File: src/rtl/ad_wave_rec_pkg.sv
// Shared constants for the AD9280 waveform recorder: FSM encoding and buffer geometry.
package ad_wave_rec_pkg;

    typedef enum logic [1:0] {
        IDLE    = 2'd0,
        ARM     = 2'd1,
        CAPTURE = 2'd2,
        DONE    = 2'd3
    } state_t;

    localparam int BUF_DEPTH = 256;
    localparam int ADDR_W    = 8;

    // Address of the final buffer entry; writing it ends a capture.
    localparam logic [ADDR_W-1:0] LAST_ADDR = ADDR_W'(BUF_DEPTH - 1);

endpackage

File: src/rtl/ad_trig_det.sv
// Rising-edge trigger detector: holds the previous kept sample, compares it with the
// current one against TRIG_LEVEL and counts kept samples spent waiting in ARM.
module ad_trig_det
    import ad_wave_rec_pkg::*;
#(
    parameter logic [7:0]  TRIG_LEVEL   = 8'd128,
    parameter logic [15:0] TRIG_TIMEOUT = 16'hFFFF
) (
    input  logic       clk,
    input  logic       rst,
    input  logic       clr,          // accepted start: restart arming
    input  logic       arm,          // FSM is waiting for a trigger
    input  logic       strobe,       // kept-sample strobe
    input  logic [7:0] ad_d1,        // current sample
    output logic       trig_hit,
    output logic       trig_timeout
);

    logic [7:0]  ad_d2;
    logic        primed;
    logic [15:0] to_cnt;
    logic        to_reached;

    // A crossing needs a valid previous sample; the first strobe in ARM only loads ad_d2.
    assign trig_hit     = arm && strobe && primed &&
                          (ad_d2 < TRIG_LEVEL) && (ad_d1 >= TRIG_LEVEL);
    assign to_reached   = (TRIG_TIMEOUT == 16'd0) || (to_cnt == TRIG_TIMEOUT - 16'd1);
    assign trig_timeout = arm && strobe && !trig_hit && to_reached;

    // Previous kept sample, updated on every strobe.
    always_ff @(posedge clk) begin
        if (rst)
            ad_d2 <= '0;
        else if (strobe)
            ad_d2 <= ad_d1;
    end

    // Marks that ad_d2 holds a sample taken since arming.
    always_ff @(posedge clk) begin
        if (rst || clr)
            primed <= 1'b0;
        else if (arm && strobe)
            primed <= 1'b1;
    end

    // Counts strobes spent in ARM; saturates at the timeout point.
    always_ff @(posedge clk) begin
        if (rst || clr)
            to_cnt <= '0;
        else if (arm && strobe && !to_reached)
            to_cnt <= to_cnt + 16'd1;
    end

endmodule

File: src/rtl/ad_wave_rec.sv
// AD9280 waveform recorder: decimates the ADC stream, optionally waits for a rising
// edge through TRIG_LEVEL, then writes 256 kept samples into an external buffer RAM.
module ad_wave_rec
    import ad_wave_rec_pkg::*;
#(
    parameter logic [7:0]  SAMPLE_DIV   = 8'd0,
    parameter logic [7:0]  TRIG_LEVEL   = 8'd128,
    parameter logic [15:0] TRIG_TIMEOUT = 16'hFFFF
) (
    input  logic              clk,
    input  logic              rst,
    input  logic              start,
    input  logic              trig_en,
    input  logic [7:0]        ad_data,
    output logic              ad_clk,
    output logic              wr_en,
    output logic [ADDR_W-1:0] wr_addr,
    output logic [7:0]        wr_data,
    output logic              busy,
    output logic              done,
    output logic              trig_to
);

    state_t            state;
    logic [7:0]        ad_d1;
    logic [7:0]        div_cnt;
    logic [ADDR_W-1:0] sample_cnt;
    logic              strobe;
    logic              start_acc;
    logic              arm;
    logic              trig_hit;
    logic              trig_timeout;

    // ADC is clocked on the opposite edge so ad_data is settled at clk rising edges.
    assign ad_clk    = ~clk;
    assign strobe    = (div_cnt == SAMPLE_DIV);
    assign start_acc = start && (state == IDLE);
    assign arm       = (state == ARM);

    // Capture the ADC output every cycle.
    always_ff @(posedge clk) begin
        if (rst)
            ad_d1 <= '0;
        else
            ad_d1 <= ad_data;
    end

    // Sample-rate divider: strobe on SAMPLE_DIV, realigned by each accepted start.
    always_ff @(posedge clk) begin
        if (rst || start_acc)
            div_cnt <= '0;
        else if (strobe)
            div_cnt <= '0;
        else
            div_cnt <= div_cnt + 8'd1;
    end

    ad_trig_det #(
        .TRIG_LEVEL   (TRIG_LEVEL),
        .TRIG_TIMEOUT (TRIG_TIMEOUT)
    ) u_trig_det (
        .clk          (clk),
        .rst          (rst),
        .clr          (start_acc),
        .arm          (arm),
        .strobe       (strobe),
        .ad_d1        (ad_d1),
        .trig_hit     (trig_hit),
        .trig_timeout (trig_timeout)
    );

    // Capture sequencer with registered RAM write port and status outputs.
    always_ff @(posedge clk) begin
        if (rst) begin
            state      <= IDLE;
            sample_cnt <= '0;
            wr_en      <= 1'b0;
            wr_addr    <= '0;
            wr_data    <= '0;
            busy       <= 1'b0;
            done       <= 1'b0;
            trig_to    <= 1'b0;
        end else begin
            wr_en <= 1'b0;
            done  <= 1'b0;
            case (state)
                IDLE: begin
                    if (start) begin
                        sample_cnt <= '0;
                        trig_to    <= 1'b0;
                        busy       <= 1'b1;
                        state      <= trig_en ? ARM : CAPTURE;
                    end
                end
                ARM: begin
                    // A forced trigger behaves like a real one; only trig_to tells them apart.
                    if (trig_hit || trig_timeout) begin
                        wr_en      <= 1'b1;
                        wr_addr    <= '0;
                        wr_data    <= ad_d1;
                        sample_cnt <= ADDR_W'(1);
                        trig_to    <= trig_timeout;
                        state      <= CAPTURE;
                    end
                end
                CAPTURE: begin
                    if (strobe) begin
                        wr_en      <= 1'b1;
                        wr_addr    <= sample_cnt;
                        wr_data    <= ad_d1;
                        sample_cnt <= sample_cnt + ADDR_W'(1);
                        // Stop on the last entry so the count never starts a second pass.
                        if (sample_cnt == LAST_ADDR) begin
                            state <= DONE;
                            done  <= 1'b1;
                        end
                    end
                end
                DONE: begin
                    busy  <= 1'b0;
                    state <= IDLE;
                end
                default: state <= IDLE;
            endcase
        end
    end

endmodule
File: config.mk
export PLATFORM = sky130hd
export DESIGN_NAME = ad_wave_rec
export DESIGN_NICKNAME = d
export VERILOG_FILES = /design/src/rtl/ad_wave_rec_pkg.sv /design/src/rtl/ad_trig_det.sv /design/src/rtl/ad_wave_rec.sv
export SDC_FILE = /design/constraint.sdc
export NUM_CORES = 1
export LEC_CHECK = 0
export BUFFER_PORTS_ARGS = -buffer_cell sky130_fd_sc_hd__buf_4
export CORE_UTILIZATION = 52
export DETAILED_ROUTE_END_ITERATION = 7
export PLACE_DENSITY = 0.75
export SLEW_MARGIN = 20
export SYNTH_ARGS = -nofsm -noshare
export SYNTH_HDL_FRONTEND = slang
export SYNTH_SLANG_ARGS = --single-unit
File: constraint.sdc
create_clock -name clk -period 2.2 [get_ports clk]
set_clock_uncertainty 0.2 [all_clocks]
set_input_delay 0.22 -clock clk [delete_from_list [all_inputs] [get_ports clk]]
set_output_delay 0.22 -clock clk [all_outputs]
set_load 0.03 [all_outputs]
# Word level (Yosys, flattened, before mapping)
# Cells that the tools add are included.
[totals] reg_bits=71 input_bits=12 out_inout_bits=21 elab_cells=80
[op_classes] n_addsub=3 order_cmp=2 n_eq_ne=9 n_mux=25 bitwise=3 n_reduce_logical=25
[op_table] operator="8-bit 2-to-1 mux" n=7
[op_table] operator="8-bit one-hot mux with 2 select lines" n=2
[op_table] operator="8-bit one-hot mux with 3 select lines" n=1
[op_table] operator="16-bit by 1-bit adder with 16-bit output (second input constant)" n=1
[op_table] operator="8-bit by 1-bit adder with 8-bit output (second input constant)" n=2
[op_table] operator="16-bit equality test (second input constant)" n=1
[op_table] operator="2-bit 2-to-1 mux" n=5
[op_table] operator="8-bit equality test (second input constant)" n=1
[op_table] operator="8-bit greater-or-equal comparator (second input constant)" n=1
[op_table] operator="1-bit logical AND" n=8
[op_table] operator="8-bit zero test" n=1
[op_table] operator="8-bit < comparator (second input constant)" n=1
[op_table] operator="2-bit one-hot mux with 4 select lines" n=1
[op_table] operator="4-bit AND reduction" n=2
[op_table] operator="1-bit 2-to-1 mux" n=6
[op_table] operator="2-bit inequality test (second input constant)" n=3
[op_table] operator="1-bit one-hot mux with 2 select lines" n=3
[op_table] operator="3-bit AND reduction" n=2
[op_table] operator="2-bit nonzero test" n=3
[op_table] operator="2-bit equality test (second input constant)" n=2
[op_table] operator="1-bit inverter" n=3
[op_table] operator="3-bit nonzero test" n=1
[op_table] operator="3-bit OR reduction" n=1
[op_table] operator="2-bit by 1-bit equality test with 1-bit output (second input constant)" n=1
[op_table] operator="other kinds (6)" n=8

# Depth between registers and ports, before layout
[logic_depth] ltp_word=11 ltp_mapped=9 mapped_depth_nobuf=7

# Modules after synthesis
# From an unflattened synthesis, not the netlist that was laid out.
[unflattened] hier_cells=323 area_unflattened_um2=2900.3
[modules_own_cells] mod="ad_wave_rec" n_inst=1 cells_per_inst=213 area_per_inst_um2=1973.1 seq_area_each_um2=920.9
[modules_own_cells] mod="ad_trig_det" n_inst=1 cells_per_inst=110 area_per_inst_um2=927.1 seq_area_each_um2=360.3

==> run metrics <==
status=finished clean; pin count of the biggest net entering global routing=34; commonest non-fill, non-tap cells in the layout=62 x dfxtp_1, 53 x buf_4, 38 x nor2_1; Vias/cell=5.47; syn avg cell area=9.27 µm²; drt first pass iters=4; Vias=2432; post-detail-place hpwl=4110 µm; Yosys warnings=0; Worst setup SP type=flop; R2R Path Start=div_cnt[1]$_SDFF_PP0_; Post-synth ARST share=0%; Synth Cell Area=2860 µm²; cts bufs inserted=9; die area=5790 µm²; IO buf count=32; worst skew pair latency=0.34 ns; routed length per instance=13.9 µm; Antenna Violating Nets Remaining=0; Max Freq=474 MHz; cells on worst reg2reg path=8; Final Wtd Congestion=0.796; Clock transition at path regs=0.08 ns; critical path fanouts, max=9; clock power share=34.9%; top cells by area, synth=dfxtp_1 45%, nor2_1 5.0%, mux2i_1 4.2%; area added between synthesis and finish=27.2%; Slew HR=76.0%; TritonCTS clock tree=yes; post-synth top area share=44.9%; worst hold slack=0.0622 ns; worst hold-check path type=input pin to flop; Die Ht=76.1 µm; fin util=69.8%; Post-synth EDFFs=0; CTS root buf=clkbuf_8; Hold Violations, Final=0; Critical R2R Capture=sample_cnt[2]$_SDFFE_PP0P_; CP arrival=2.19 ns; Switching Share=33.8%; Die X=76.1 µm; Max-cap violations=0; Starting Density=54.9%; total wire length=6160 µm; Psw=0.00128 W; commonest non-fill, non-tap cell in the layout=dfxtp_1; RSZ-0062 raised after global routing=true; FF+latch count, synth=64; clock buffer depth=2; final setup vio count=0; R2R Setup Slk=0.09 ns; Logic pwr share=31.1%; Crit. End Element=flop; Finished Layout Cells=445; Synth cell types=52; DR DRC count=0; period utilisation layout=95.8%; vias in the first global route=2367; GRT Util Overall=23.3%; Post-Syn Instances=308; first-pass GRT wire length=10800 µm; fraction of layout cells with a size suffix above 1=22.4%; Inst Count DP=418; Worst VDD drop=0.000926 V; initial DRC count=112; core area=5200 µm²; Setup TNS=0 ns; fin nets=391; initial antenna violation count=0; Worst-Margin Slew=0.358 ns; Crit Path Class=flop to flop; sequential fraction of design power=34.0%; Post-Syn Nets=329; Crit. Startpoint=div_cnt[1]$_SDFF_PP0_; sequential share of the synthesized area=44.9%; Worst setup endpoint=sample_cnt[2]$_SDFFE_PP0P_; I/O Pins=33; Internal=0.00251 W; ant diodes=0; crit path time final=2.11 ns; WHS Path Cells=2; leakage=1.55 nW; ys flop type=dfxtp_1; GRT Residual Overflow=0; H-tree levels=3; cell taking the most area after synthesis=dfxtp_1; Final Max Tran Viols=0; standard-cell rows=26; worst path required time=2.28 ns; pwr/cell area=1040 nW/µm²
## per-stage QoR
stage	power, W	setup slack (ns)	cell area [µm²]
2_1_floorplan	0.00217	0.0873	2860
3_3_place_gp	0.00251	0.0789	3270
3_5_place_dp	0.00253	0.0307	3270
4_1_cts	0.00380	0.00214	3600
5_1_grt	0.00401	-0.0123	3630
6_report	0.00379	0.0921	3630
## area by class of cell
cell class | instances | area, µm²
Tap cell | 70 | 87.6
Multi-Input combinational cell | 222 | 1480
Timing Repair Buffer | 61 | 482
Clock buffer | 10 | 131
Inverter | 10 | 37.5
Fill cell | 413 | 1570
Sequential cell | 64 | 1280
Clock inverter | 8 | 129
## power by group through the flow
stage	Sequential, W	Combinational, W	Clock (W)
3_5_place_dp	0.00132	0.00114	0.0000747
5_1_grt	0.00130	0.00131	0.00140
2_1_floorplan	0.00137	0.000754	0.0000473
4_1_cts	0.00129	0.00117	0.00134
3_3_place_gp	0.00131	0.00112	0.0000747
6_report	0.00129	0.00118	0.00132
## kinds of logic after synthesis
group           share of synthesized area [%]
mux                                      4.21
buf+inv                                  3.42
fa+ha+maj                                3.94
simple gates                             25.9
compound gates                           12.8
xor+xnor                                 4.91
flops                                    44.9
## routing by layer
metal	share of wire (%)	vias to the layer above	global-route usage [%]
met5	0	-	0
met1	49	1159	29.7
met2	46	39	37.5
met3	3.0	11	4.55
met4	1.8	0	11.5
li1	-	1223	-
## state kept, by name, indices dropped and copies added (netlist names)
| name | flops |
|---|---|
| trig_to | 1 |
| done | 1 |
| state | 2 |
| wr_addr | 8 |
| sample_cnt | 8 |
| u_trig_det.to_cnt | 16 |
| ad_d1 | 8 |
| u_trig_det.ad_d2 | 1 |
| u_trig_det.primed | 1 |
| wr_data | 8 |
| div_cnt | 8 |
| busy | 1 |
| wr_en | 1 |
## synth_stat cells, types with 2 or more instances
cell type,n
dfxtp_1,64
nor2_1,38
nand2_1,19
nand3_1,19
a21oi_1,16
mux2i_1,12
inv_1,11
ha_1,9
xnor2_1,9
a22o_1,8
and3_1,8
nor2b_1,8
nor3_1,7
nor4_1,7
xor2_1,7
o21ai_0,6
a32o_1,5
clkbuf_1,5
o211ai_1,4
nand2b_1,3
nand4_1,3
or3_1,3
or4_1,3
a211oi_1,2
and2_1,2
buf_2,2
nand4_2,2
nor3b_1,2
## repair_timing
action / in CTS / in global routing
resized for setup: 0 / 4
buffers inserted: 0 / 3
endpoints found under the setup margin: 0 / 16
hold buffers: 8 / 0
hold endpoints to repair: 8 / 0
## how the worst min path moves through the flow
stage	startpoint	end	slack, ns
2_1_floorplan	clk	ad_clk	0.13
3_3_place_gp	clk	ad_clk	0.19
3_5_place_dp	clk	ad_clk	0.19
4_1_cts	rst	wr_data[2]$_SDFFE_PP0P_	0.05
5_1_grt	rst	wr_data[2]$_SDFFE_PP0P_	0.07
6_report	rst	wr_data[2]$_SDFFE_PP0P_	0.06
## critical path: stages, from the launching register on
cell and delay (ns):
dfxtp_2 0.35, inv_1 0.06, ha_1 0.14, nor4b_4 0.20, buf_6 0.17, nand2_4 0.09
a21o_1 0.22, or4_1 0.48, a21oi_1 0.14
Note: power is estimated with default switching activity, not from simulation.
